[config.mk]
export PLATFORM = sky130hd
export DESIGN_NAME = axis_video_bridge
export DESIGN_NICKNAME = d
export VERILOG_FILES = /design/src/rtl/axis_video_pkg.sv /design/src/rtl/axis_sync_fifo.sv /design/src/rtl/axis_video_bridge.sv
export SDC_FILE = /design/constraint.sdc
export NUM_CORES = 1
export LEC_CHECK = 0
export BUFFER_PORTS_ARGS = -buffer_cell sky130_fd_sc_hd__buf_2
export CAP_MARGIN = 20
export CORE_MARGIN = 2
export CORE_UTILIZATION = 30
export CTS_BUF_LIST = sky130_fd_sc_hd__clkbuf_16
export DETAILED_ROUTE_END_ITERATION = 7
export GPL_TIMING_DRIVEN = 0
export PLACE_DENSITY = 0.53
export RECOVER_POWER = 25
export SETUP_SLACK_MARGIN = 0.05
export SLEW_MARGIN = 20
export SYNTH_ARGS = -nofsm -noshare
export SYNTH_HDL_FRONTEND = slang
export SYNTH_HIERARCHICAL = 1
export SYNTH_SLANG_ARGS = --single-unit
[constraint.sdc]
create_clock -name aclk -period 4 [get_ports aclk]
set_input_delay 1 -clock aclk [delete_from_list [all_inputs] [get_ports aclk]]
set_output_delay 1 -clock aclk [all_outputs]
set_load 0.005 [all_outputs]
[src/rtl/axis_video_pkg.sv]
// axis_video_pkg: shared definitions for the camera-to-AXI4-Stream video bridge.
//   frame_state_t : frame tracking states (WAIT_SOF, ACTIVE, DROP)
//   BPC_DEF       : default bits per colour component
//   CHANNELS_DEF  : default components per pixel
//   level_w()     : width of a FIFO occupancy count able to hold 0..depth
package axis_video_pkg;

    localparam int BPC_DEF      = 8;
    localparam int CHANNELS_DEF = 3;

    typedef enum logic [1:0] {
        WAIT_SOF = 2'd0,
        ACTIVE   = 2'd1,
        DROP     = 2'd2
    } frame_state_t;

    function automatic int level_w(input int depth);
        return $clog2(depth) + 1;
    endfunction

endpackage

[src/rtl/axis_sync_fifo.sv]
// axis_sync_fifo: synchronous first-word-fall-through FIFO with a registered
// output stage. The presented word stays counted in 'level' until it is taken.
// A write into a full FIFO is accepted when the head is read in the same cycle.
//   clk, rst_n : clock, asynchronous active-low reset
//   wr_en      : write request (ignored when full and no read this cycle)
//   wr_data    : word to store
//   full       : level == DEPTH
//   rd_ready   : consumer accepts the presented word
//   rd_data    : presented word, registered
//   rd_valid   : rd_data holds a stored word, registered
//   level      : occupancy 0..DEPTH
module axis_sync_fifo
    import axis_video_pkg::*;
#(
    parameter int WIDTH = 26,
    parameter int DEPTH = 16
) (
    input  logic                      clk,
    input  logic                      rst_n,
    input  logic                      wr_en,
    input  logic [WIDTH-1:0]          wr_data,
    output logic                      full,
    input  logic                      rd_ready,
    output logic [WIDTH-1:0]          rd_data,
    output logic                      rd_valid,
    output logic [level_w(DEPTH)-1:0] level
);

    localparam int AW = $clog2(DEPTH);
    localparam int LW = level_w(DEPTH);

    logic [WIDTH-1:0] mem [DEPTH];
    logic [AW-1:0]    wr_ptr;
    logic [AW-1:0]    rd_ptr;
    logic [AW-1:0]    rd_ptr_next;
    logic             pop;
    logic             push;
    logic [LW-1:0]    held;

    assign full        = (level == LW'(DEPTH));
    assign pop         = rd_valid && rd_ready;
    assign push        = wr_en && (!full || pop);
    assign rd_ptr_next = rd_ptr + AW'(pop);
    // Words already in storage once this cycle's read is retired; a word
    // written this cycle only becomes presentable on the following edge.
    assign held        = level - LW'(pop);

    always_ff @(posedge clk) begin
        if (push) begin
            mem[wr_ptr] <= wr_data;
        end
    end

    always_ff @(posedge clk or negedge rst_n) begin
        if (!rst_n) begin
            wr_ptr   <= '0;
            rd_ptr   <= '0;
            level    <= '0;
            rd_valid <= 1'b0;
            rd_data  <= '0;
        end else begin
            wr_ptr   <= wr_ptr + AW'(push);
            rd_ptr   <= rd_ptr_next;
            level    <= level + LW'(push) - LW'(pop);
            rd_valid <= (held != '0);
            // Reloading the unchanged head while stalled keeps rd_data stable.
            if (held != '0) begin
                rd_data <= mem[rd_ptr_next];
            end
        end
    end

endmodule

[src/rtl/axis_video_bridge.sv]
// axis_video_bridge: packs camera pixels (CHANNELS x BPC, channel 0 in MSBs)
// into AXI4-Stream beats through a DEPTH-entry FIFO. On overflow the rest of
// the frame is discarded and the bridge resynchronises on the next sof.
//   aclk, aresetn        : clock, asynchronous active-low reset
//   i_pix/i_valid        : pixel and qualifier (no backpressure to camera)
//   i_sof/i_eol          : frame start / line end markers of the pixel
//   i_ovf_clr            : clears the sticky error flags
//   m_tdata/m_tvalid/m_tready/m_tlast/m_tuser : AXI4-Stream master
//   o_overflow           : sticky, a pixel was dropped
//   o_level              : FIFO occupancy
// Optional build macro AXIS_LINE_CHECK_EN adds a per-line pixel counter,
// forces m_tlast on the H_ACTIVE-th pixel and adds the sticky o_line_err.
module axis_video_bridge
    import axis_video_pkg::*;
#(
    parameter int BPC      = BPC_DEF,
    parameter int CHANNELS = CHANNELS_DEF,
    parameter int DEPTH    = 16,
    parameter int H_ACTIVE = 640
) (
    input  logic                       aclk,
    input  logic                       aresetn,
    input  logic [CHANNELS*BPC-1:0]    i_pix,
    input  logic                       i_valid,
    input  logic                       i_sof,
    input  logic                       i_eol,
    input  logic                       i_ovf_clr,
    output logic [CHANNELS*BPC-1:0]    m_tdata,
    output logic                       m_tvalid,
    input  logic                       m_tready,
    output logic                       m_tlast,
    output logic                       m_tuser,
    output logic                       o_overflow,
`ifdef AXIS_LINE_CHECK_EN
    output logic                       o_line_err,
`endif
    output logic [level_w(DEPTH)-1:0]  o_level
);

    localparam int W = CHANNELS * BPC;
    // A non-positive line length is a configuration error; such a build
    // accepts no pixels at all.
    localparam bit CFG_OK = (H_ACTIVE > 0);

    frame_state_t state;
    logic         full;
    logic         pop;
    logic         take;
    logic         wr;
    logic         drop;
    logic         tlast_in;
    logic [W+1:0] entry;
    logic [W+1:0] head;

    assign pop   = m_tvalid && m_tready;
    // Outside ACTIVE only a start-of-frame pixel may (re)open the stream.
    assign take  = CFG_OK && i_valid && (i_sof || state == ACTIVE);
    assign wr    = take && (!full || pop);
    assign drop  = take && full && !pop;
    assign entry = {i_sof, tlast_in, i_pix};
    assign {m_tuser, m_tlast, m_tdata} = head;

    axis_sync_fifo #(
        .WIDTH (W + 2),
        .DEPTH (DEPTH)
    ) u_fifo (
        .clk      (aclk),
        .rst_n    (aresetn),
        .wr_en    (wr),
        .wr_data  (entry),
        .full     (full),
        .rd_ready (m_tready),
        .rd_data  (head),
        .rd_valid (m_tvalid),
        .level    (o_level)
    );

    always_ff @(posedge aclk or negedge aresetn) begin
        if (!aresetn) begin
            state      <= WAIT_SOF;
            o_overflow <= 1'b0;
        end else begin
            if (drop) begin
                state <= DROP;
            end else if (wr) begin
                state <= ACTIVE;
            end
            // A drop in the same cycle as a clear keeps the flag set.
            if (drop) begin
                o_overflow <= 1'b1;
            end else if (i_ovf_clr) begin
                o_overflow <= 1'b0;
            end
        end
    end

`ifdef AXIS_LINE_CHECK_EN
    localparam int CW = $clog2(H_ACTIVE + 1);

    logic [CW-1:0] cnt;
    logic [CW-1:0] idx;
    logic          at_end;

    // 1-based position of the incoming pixel within its line.
    assign idx      = i_sof ? CW'(1) : cnt + CW'(1);
    assign at_end   = (idx == CW'(H_ACTIVE));
    assign tlast_in = i_eol || at_end;

    always_ff @(posedge aclk or negedge aresetn) begin
        if (!aresetn) begin
            cnt        <= '0;
            o_line_err <= 1'b0;
        end else begin
            if (wr) begin
                cnt <= tlast_in ? '0 : idx;
            end
            // Error when eol and the nominal line end disagree.
            if (wr && (i_eol != at_end)) begin
                o_line_err <= 1'b1;
            end else if (i_ovf_clr) begin
                o_line_err <= 1'b0;
            end
        end
    end
`else
    assign tlast_in = i_eol;
`endif

endmodule

=== After elaboration in Yosys (flattened, before gate mapping) ===
Memories as Yosys holds them, arrays and structs flattened. A register that Yosys moved wholly into a read port is not among the register bits.
Cells that the tools add are included.

* RAM bits: 416
* Bits in registers: 17
* Memories: 1
* Word-level logic and storage cells: 34
* Output and inout port bits: 33
* Input port bits: 31

{| class="wikitable"
|+ Memory list
! name !! depth !! width !! rd ports !! clocked after memory_dff !! wr ports !! RTL line !! text
|-
| u_fifo.mem || 16 || 26 || 1 || 1 || 1 || axis_sync_fifo.sv:32 || <nowiki>logic [WIDTH-1:0] mem [DEPTH];</nowiki>
|}

* Add/subtract/negate cells: 5
* Mux-type cells: 6
* Reduce and logical (&&, ||, !) cells: 14
* Eq/ne operators: 2

{| class="wikitable"
|+ Operator list
! kind !! number
|-
| subtractor 5 x 1 -> 5 bit || 2
|-
| adder 4 x 1 -> 4 bit || 2
|-
| logical AND 1 bit || 6
|-
| adder 5 x 1 -> 5 bit || 1
|-
| == test 5 bit, second input constant || 1
|-
| nonzero test 5 bit || 1
|-
| two-way mux 1 bit || 4
|-
| two-way mux 2 bit || 2
|-
| nonzero test 2 bit || 2
|-
| zero test 1 bit || 3
|-
| == test 2 x 1 -> 1 bit, second input constant || 1
|-
| logical OR 1 bit || 2
|}

=== Longest topological paths before layout ===
Gate-level depths: netlist of the first run.

* Word-level depth: 7
* Mapped depth: 14
* Depth with buffers taken out: 14

=== By module ===
The synthesis of the first run kept the hierarchy.

{| class="wikitable"
|+ By module, submodules not included
! module !! cells an instance !! area each (µm²) !! times used !! seq. area each (µm²)
|-
| axis_sync_fifo || 771 || 17713.2 || 1 || 13492.9
|-
| axis_video_bridge || 14 || 152.6 || 1 || 75.1
|}

=== Least setup slack after synthesis of the first run ===
Ideal clock, no wire load.

* Kind: in2reg
* Start: input m_tready
* End: memory u_fifo.mem[0][0], enable pin
* Buffers on the path: 0
* Required time: 3558 ps
* Setup slack: 108 ps
* Library setup time: 442 ps
* Arrival time: 3450 ps
* Cell stages on the path: 4
* Cells stage by stage: and2_1 o41ai_1 or3_1 nor3_1

* Word-level cells in the longest chain between the ends: 6

{| class="wikitable"
|+ Ends and longest elaborated chain
! element !! RTL line !! text
|-
| start: declaration || axis_video_bridge.sv:30 || <nowiki>input logic m_tready,</nowiki>
|-
| logical AND 1 bit * || axis_sync_fifo.sv:41, axis_video_bridge.sv:55 ||
|-
| logical OR 1 bit * || axis_sync_fifo.sv:42, axis_video_bridge.sv:58 ||
|-
| logical AND 1 bit || axis_video_bridge.sv:58 || <nowiki>assign wr = take && (!full || pop);</nowiki>
|-
| logical AND 1 bit * || axis_sync_fifo.sv:42 || <nowiki>assign push = wr_en && (!full || pop);</nowiki>
|-
| two-way mux 1 bit * || axis_sync_fifo.sv:49 || <nowiki>if (push) begin</nowiki>
|-
| two-way mux 1 bit (not written as such) * || axis_sync_fifo.sv:50 || <nowiki>mem[wr_ptr] <= wr_data;</nowiki>
|-
| end: declaration || axis_sync_fifo.sv:32 ||
|}

Mark *: on every way between the ends. The rest lies on a longest branch, timed or not.

=== Worst setup path after layout of the first run ===
* Start: input m_tready
* End: register u_fifo.rd_data[25], read port of u_fifo.mem

* Elaborated cells on any way between the ends: 4
* Classes of those cells: 2 x add/sub; 2 x reduce/logical

{| class="wikitable"
|+ RTL lines
! element !! RTL line !! text
|-
| logical AND 1 bit || axis_sync_fifo.sv:41 || <nowiki>assign pop = rd_valid && rd_ready;</nowiki>
|-
| adder 4 x 1 -> 4 bit || axis_sync_fifo.sv:43 || <nowiki>assign rd_ptr_next = rd_ptr + AW'(pop);</nowiki>
|-
| via u_fifo.rd_ptr_next[1] || axis_sync_fifo.sv:35 || <nowiki>logic [AW-1:0] rd_ptr_next;</nowiki>
|-
| end: declaration || axis_sync_fifo.sv:24 || <nowiki>output logic [WIDTH-1:0] rd_data,</nowiki>
|}

The timed path passes the listed nets, and every way through them passes these cells.
A chain may end at the register's enable or synchronous reset.

==> flow_metrics.tcl, run 1 <==
set metrics [dict create \
    cts_tree "done" \
    skew_ns 0.0184 \
    yosys_most_used_dff "edfxtp_1" \
    grt_overflow 0 \
    critPathBufInv 4 \
    r2r_end "u_fifo/rd_data[25]" \
    fin_crit_ns 3.73 \
    startpoint_type "primary input" \
    power_leakage_nw 7.17 \
    ys_async_sr_fraction_pct 9.37 \
    p_seq_share_pct 37.2 \
    syn-num-nets 829 \
    syn_inst 785 \
    criticalPathCategory "primary input to register" \
    avgSynthCellArea_sq_um 22.8 \
    clock_sinks 459 \
    ys_ff_latch 459 \
    antenna_found_initial 1 \
    synth_edf_count 416 \
    start_util_pct 30.3 \
    drc 0 \
    cts-resized-gates 0 \
    wl_mm 40.0 \
    gp_congestion 0.683 \
    antenna_cells 0 \
    post_drt_wl_per_cell_microns 23.0 \
    rows 89 \
    combPwrFrac_pct 36.7 \
    p_int_mw 11.3 \
    max_slew_margin_pct 31.4 \
    cts_htree_levels 2 \
    die_y_microns 248 \
    ys_top_cells_by_area "edfxtp_1 70%, mux4_2 12%, dfrtp_1 6.0%" \
    boundaryPins 64 \
    drive_gt1_share_pct 31.2 \
    synth_area_leader_cell "edfxtp_1" \
    cp.required_ns 4.45 \
    ys_seq_area_share_pct 75.9 \
    cpMostUsedCell "buf_2" \
    synth_cell_types 38 \
    synth_area_sq_mm 0.0179 \
    pwr-share-clk_pct 26.1 \
    worstMarginPinSlew_ns 1.03 \
    clock_path_buffers 3 \
    cpMaxStageDelayCell "clkbuf_1" \
    die_area_sq_mm 0.0615 \
    finalHoldViolCount 0 \
    p_switching_mw 5.18 \
    hp-class "primary input to asynchronous set/reset pin" \
    grt_pass1_wl_mm 59.5 \
    cts_hold_buf 0 \
    dpl.hpwl_mm 25.5 \
    crit_family "buffers and inverters" \
    crit_chain "buf_2, and2_1, ha_1, ha_1, buf_2, buf_2, clkbuf_1, mux4_2, mux2i_1, mux2i_1, mux2_2" \
    drtPass1Iterations 4 \
    grt_start_max_net_pins 44 \
    ant_nets 0 \
    io_buffers 63 \
    worst_ir_drop_vdd_v 0.000442 \
    vias 8252 \
    via_per_inst 4.74 \
    clk_pin_slew_worst_paths_ns 0.06 \
    drtIter0Drc 608 \
    stdcell_area_sq_mm 0.0212 \
    core_sq_mm 0.0589 \
    slew_viol_final 0 \
    cts_setup_buffers 0 \
    fillers 5387 \
    area_delta_synth_final_pct 18.7 \
    rrSetupSlack_ns 0.36 \
    r2r_start "u_fifo/rd_valid" \
    cp_slowest_stage_delay_ns 0.74 \
    endpoint_kind "register" \
    post-route-util_pct 36.0 \
    min_period_over_period_pct 93.4 \
    status "completed" \
    synth_top_cells_by_count "416 x edfxtp_1, 93 x mux4_2, 78 x mux2i_1, 43 x dfrtp_1, 26 x mux2_2" \
    powerDensity_mw_per_mm2 776 \
    finalNetCount 971 \
    max_freq_mhz 268 \
    grt_pass1_vias 8797 \
    ys_warn_count 6 \
    rsz0062_at_grt "false" \
    die_w_microns 248 \
    globalRouteTotalUtil_pct 13.4 \
    place_area_sq_mm 0.0197 \
    yosysMostFrequentCell "edfxtp_1" \
    yosysTopAreaCellShare_pct 69.9 \
    sw_frac_of_total_pct 31.5 \
    rr_worst_depth 10 \
    finalSetupViolCount 0 \
    cts-buffers-inserted 49 \
    cp_max_fo 10 \
    crit_arrival_ns 4.18 \
    clock_latency_ns 0.58 \
    ctsRootBufferMaster "clkbuf_16" \
    drv_cap 0 \
]
[metrics by stage]
step | std cells | TNS [ns] | hold slack, ns | worst slack (ns) | total power, mW
after floorplan | 785 | 0 | 0.465 | 0.108 | 10.4
after global placement | 1621 | -631.59 | 0.478 | -2.98 | 12.2
after detailed placement | 1649 | -3.20 | 0.486 | -0.224 | 12.4
after CTS | 1740 | 0 | 0.499 | 0.394 | 16.8
after global routing | 1740 | 0 | 0.520 | 0.190 | 17.4
final | 1740 | 0 | 0.492 | 0.266 | 16.5
[state kept, by name, indices dropped and copies added (netlist names)]
name	flops
o_overflow	1
u_fifo/wr_ptr	4
u_fifo/level	5
u_fifo/rd_ptr	4
u_fifo/rd_valid	1
u_fifo/rd_data	26
state	2
u_fifo/mem	416
[cell families (layout without fill, tap and decap cells)]
group                    Yosys count  in the layout  synth area share, %
flip-flops                       459            459                 75.9
multiplexers                     208            208                 19.4
buffers and inverters             44            226                 1.61
AND/OR/NAND/NOR                   39             39                 1.09
adder cells (fa/ha/maj)           13             13                0.952
AO/OA/AOI/OAI                     12             12                0.476
XOR/XNOR                          10             10                0.574
[cell type report]
cell class,instances,area [sq um],share of cell area [%]
Buffer,35,254,1.20
Clock buffer,50,1250,5.90
Clock inverter,41,270,1.27
Inverter,9,33.8,0.159
Multi-Input combinational cell,282,4120,19.4
Sequential cell,459,13600,64.0
Tap cell,773,967,4.56
Timing Repair Buffer,91,749,3.53
[power groups by stage]
stage | clock, mW | sequential (mW) | combinational [mW]
after floorplan | 0 | 6.21 | 4.15
after global placement | 0 | 6.25 | 5.91
after detailed placement | 0 | 6.23 | 6.19
after CTS | 4.44 | 6.13 | 6.22
after global routing | 4.62 | 6.18 | 6.56
final | 4.30 | 6.12 | 6.05
[cells in the final DEF (no fill, tap or decap), types with 3 or more instances in the layout]
| cell type | synthesis | final |
|---|---|---|
| buf_1 | 3 | 3 |
| buf_2 | 13 | 57 |
| nand2b_1 | 4 | 4 |
| o21ai_0 | 4 | 4 |
| clkbuf_1 | 9 | 27 |
| nor3_2 | 0 | 4 |
| buf_16 | 0 | 11 |
| buf_6 | 3 | 6 |
| xnor2_1 | 6 | 6 |
| mux2_2 | 26 | 26 |
| clkinv_1 | 0 | 13 |
| nor2_1 | 17 | 5 |
| nand3_1 | 4 | 4 |
| mux4_1 | 11 | 11 |
| ha_1 | 12 | 12 |
| dfrtp_1 | 43 | 43 |
| buf_4 | 1 | 15 |
| clkinv_2 | 0 | 9 |
| nor2_4 | 0 | 12 |
| mux2i_1 | 78 | 78 |
| mux4_2 | 93 | 93 |
| inv_1 | 9 | 21 |
| edfxtp_1 | 416 | 416 |
| bufinv_16 | 0 | 3 |
| clkbuf_16 | 0 | 50 |
| buf_12 | 4 | 5 |
[worst max path at each step]
stage,from,cells after the start,slack [ns],end
final,m_tready,11,0.27,u_fifo/rd_data[25]
after global routing,m_tready,11,0.19,u_fifo/rd_data[25]
after CTS,m_tready,11,0.39,u_fifo/rd_data[25]
after detailed placement,m_tready,11,-0.22,u_fifo/rd_data[25]
after global placement,i_sof,6,-2.98,u_fifo/mem[0][7]
after floorplan,m_tready,4,0.11,u_fifo/mem[0][0]
[metal layers]
layer | GRT usage [%] | vias up | wire (microns)
met4 | 4.61 | 2 | 1040
li1 | - | 3557 | -
met1 | 18.7 | 4452 | 18500
met3 | 2.39 | 67 | 1650
met5 | 0 | - | 8
met2 | 21.2 | 174 | 18800
(Power assumes the default switching activity.)
==> run 2: changes to the inputs <==
REMOVE_ABC_BUFFERS = 1   (was unset)
==> run 2 against run 1 <==
Net effect: sequential power increased by 0.7%; total power decreased by 0.34%; largest cell class unchanged; cell count decreased by 1.1%; clock-buffer cell count decreased by 2; global-route usage decreased by 0.86 points; maximum frequency increased by 13%; critical path type is now register to register; largest power group unchanged.
==> flow_metrics.tcl, run 2 (synthesis results as in run 1) <==
set metrics [dict create \
    crit_arrival_ns 3.56 \
    rrSetupSlack_ns 0.71 \
    finalSetupViolCount 0 \
    cts_hold_buf 0 \
    finalNetCount 951 \
    rr_worst_depth 12 \
    drv_cap 0 \
    cpMaxStageDelayCell "nor3_2" \
    core_sq_mm 0.0589 \
    worst_ir_drop_vdd_v 0.000490 \
    startpoint_type "register" \
    cts_setup_buffers 0 \
    dpl.hpwl_mm 23.4 \
    boundaryPins 64 \
    cts-resized-gates 0 \
    fin_hold_ws_ns 0.464 \
    largest-register "u_fifo/mem" \
    grt_pass1_wl_mm 56.0 \
    cp.depth 12 \
    hp-class "primary input to asynchronous set/reset pin" \
    die_w_microns 248 \
    criticalPathCategory "register to register" \
    start_util_pct 30.3 \
    cts_htree_levels 2 \
    status "completed" \
    clk_pin_slew_worst_paths_ns 0.06 \
    min_period_over_period_pct 82.3 \
    cp.required_ns 4.27 \
    die_area_sq_mm 0.0615 \
    clock_path_buffers 3 \
    max_slew_margin_pct 34.8 \
    cp_slowest_stage_delay_ns 0.60 \
    wl_mm 37.5 \
    cp_max_fo 7 \
    finalHoldViolCount 0 \
    place_area_sq_mm 0.0198 \
    stdcell_area_sq_mm 0.0214 \
    skew_ns 0.0333 \
    ant_nets 0 \
    max_freq_mhz 304 \
    cp-endpoint "u_fifo/mem[2][4]" \
    fin_crit_ns 3.29 \
    grt_overflow 0 \
    top_regs "u_fifo/mem (416), u_fifo/rd_data (26), u_fifo/level (5)" \
    area_delta_synth_final_pct 19.6 \
    ctsRootBufferMaster "clkbuf_16" \
    endpoint_kind "register" \
    r2r_end "u_fifo/mem[2][4]" \
    cts_tree "done" \
    final_cell_mix "416 x edfxtp_1, 93 x mux4_2, 78 x mux2i_1" \
    worstMarginPinSlew_ns 0.965 \
    post_drt_wl_per_cell_microns 21.8 \
    largest_reg_flops 416 \
    io_buffers 63 \
    antenna_found_initial 2 \
    grt_start_max_net_pins 44 \
    crit_chain "inv_1, ha_1, nand2_1, nor3_1, a21boi_2, nor2_1, o41ai_1, inv_1, nand3b_1, nor3_2, buf_4, buf_4" \
    r2r_start "u_fifo/level[2]" \
    via_per_inst 4.61 \
    drtPass1Iterations 4 \
    cts-buffers-inserted 48 \
    final_common_cell "edfxtp_1" \
    gp_congestion 0.654 \
    crit_family "simple AND/OR/NAND/NOR gates" \
    power_leakage_nw 7.19 \
    crit_path_start "u_fifo/level[2]" \
    powerDensity_mw_per_mm2 768 \
    die_y_microns 248 \
    drive_gt1_share_pct 31.3 \
    rows 89 \
    grt_pass1_vias 8529 \
    slew_viol_final 0 \
    fillers 5316 \
    critPathBufInv 4 \
    globalRouteTotalUtil_pct 12.5 \
    drc 0 \
    clock_latency_ns 0.59 \
    drtIter0Drc 642 \
    vias 7937 \
    rsz0062_at_grt "false" \
    clock_sinks 459 \
]
[run 2: cell types whose count changed in the layout (fill, tap and decap cells not counted), moves of 3 or more]
cell	before	now
buf_6	6	3
buf_1	3	0
clkbuf_1	27	18
buf_16	11	18
buf_2	57	45
[run 2: how the worst min path moves through the flow]
stage                                    end  slack (ns)  depth (start not counted)
after global routing                state[0]        0.51                          1
final                     u_fifo/rd_data[19]        0.46                          1
after detailed placement            state[0]        0.48                          1
after floorplan                     state[0]        0.46                          1
after global placement              state[0]        0.48                          1
after CTS                 u_fifo/rd_data[19]        0.23                          1
[run 2: cell type report]
class	instances	area [sq um]	share of cell area, %
well taps	773	967	4.53
multi-input cells	282	4170	19.5
clock buffers	48	1200	5.62
flip-flops and latches	459	13600	63.5
diodes	1	2.50	0.0117
clock inverters	41	340	1.59
repair buffers	107	1080	5.06
inverters	9	33.8	0.158
[run 2: worst reg2reg max path: stages, from the launching register on]
cell	delay, ns
dfrtp_1	0.43
inv_1	0.12
ha_1	0.23
nand2_1	0.10
nor3_1	0.05
a21boi_2	0.16
nor2_1	0.14
o41ai_1	0.20
inv_1	0.17
nand3b_1	0.32
nor3_2	0.60
buf_4	0.28
buf_4	0.20
[run 2: routing by layer]
metal  GRT usage [%]  vias up  share of wire [%]  wire, microns
met5               0        -              0.067             25
met2            20.2      176                 48          17900
met4            3.54        4                1.7            644
met1            17.3     4183                 45          16700
li1                -     3523                  -              -
met3            2.50       51                5.9           2190
[run 2: through the flow]
step           power [mW]  setup TNS (ns)  utilization (%)  setup WS (ns)  instances
6_report             16.4               0             36.3          0.708       1720
5_1_grt              17.3               0             36.3          0.435       1719
4_1_cts              16.7               0             36.3          0.732       1719
3_5_place_dp         12.4               0             33.7          0.143       1630
3_3_place_gp         10.9         -799.07             32.1          -4.86       1586
2_1_floorplan        10.3          -62.16                -          -2.36        750
[run 2: power by group]
| group | switching, mW | leakage, nW | internal, mW |
|---|---|---|---|
| sequential | 0.246 | 4.26 | 5.91 |
| clock | 1.81 | 0.790 | 2.51 |
| combinational | 2.85 | 2.15 | 3.08 |
| total | 4.90 | 7.19 | 11.5 |
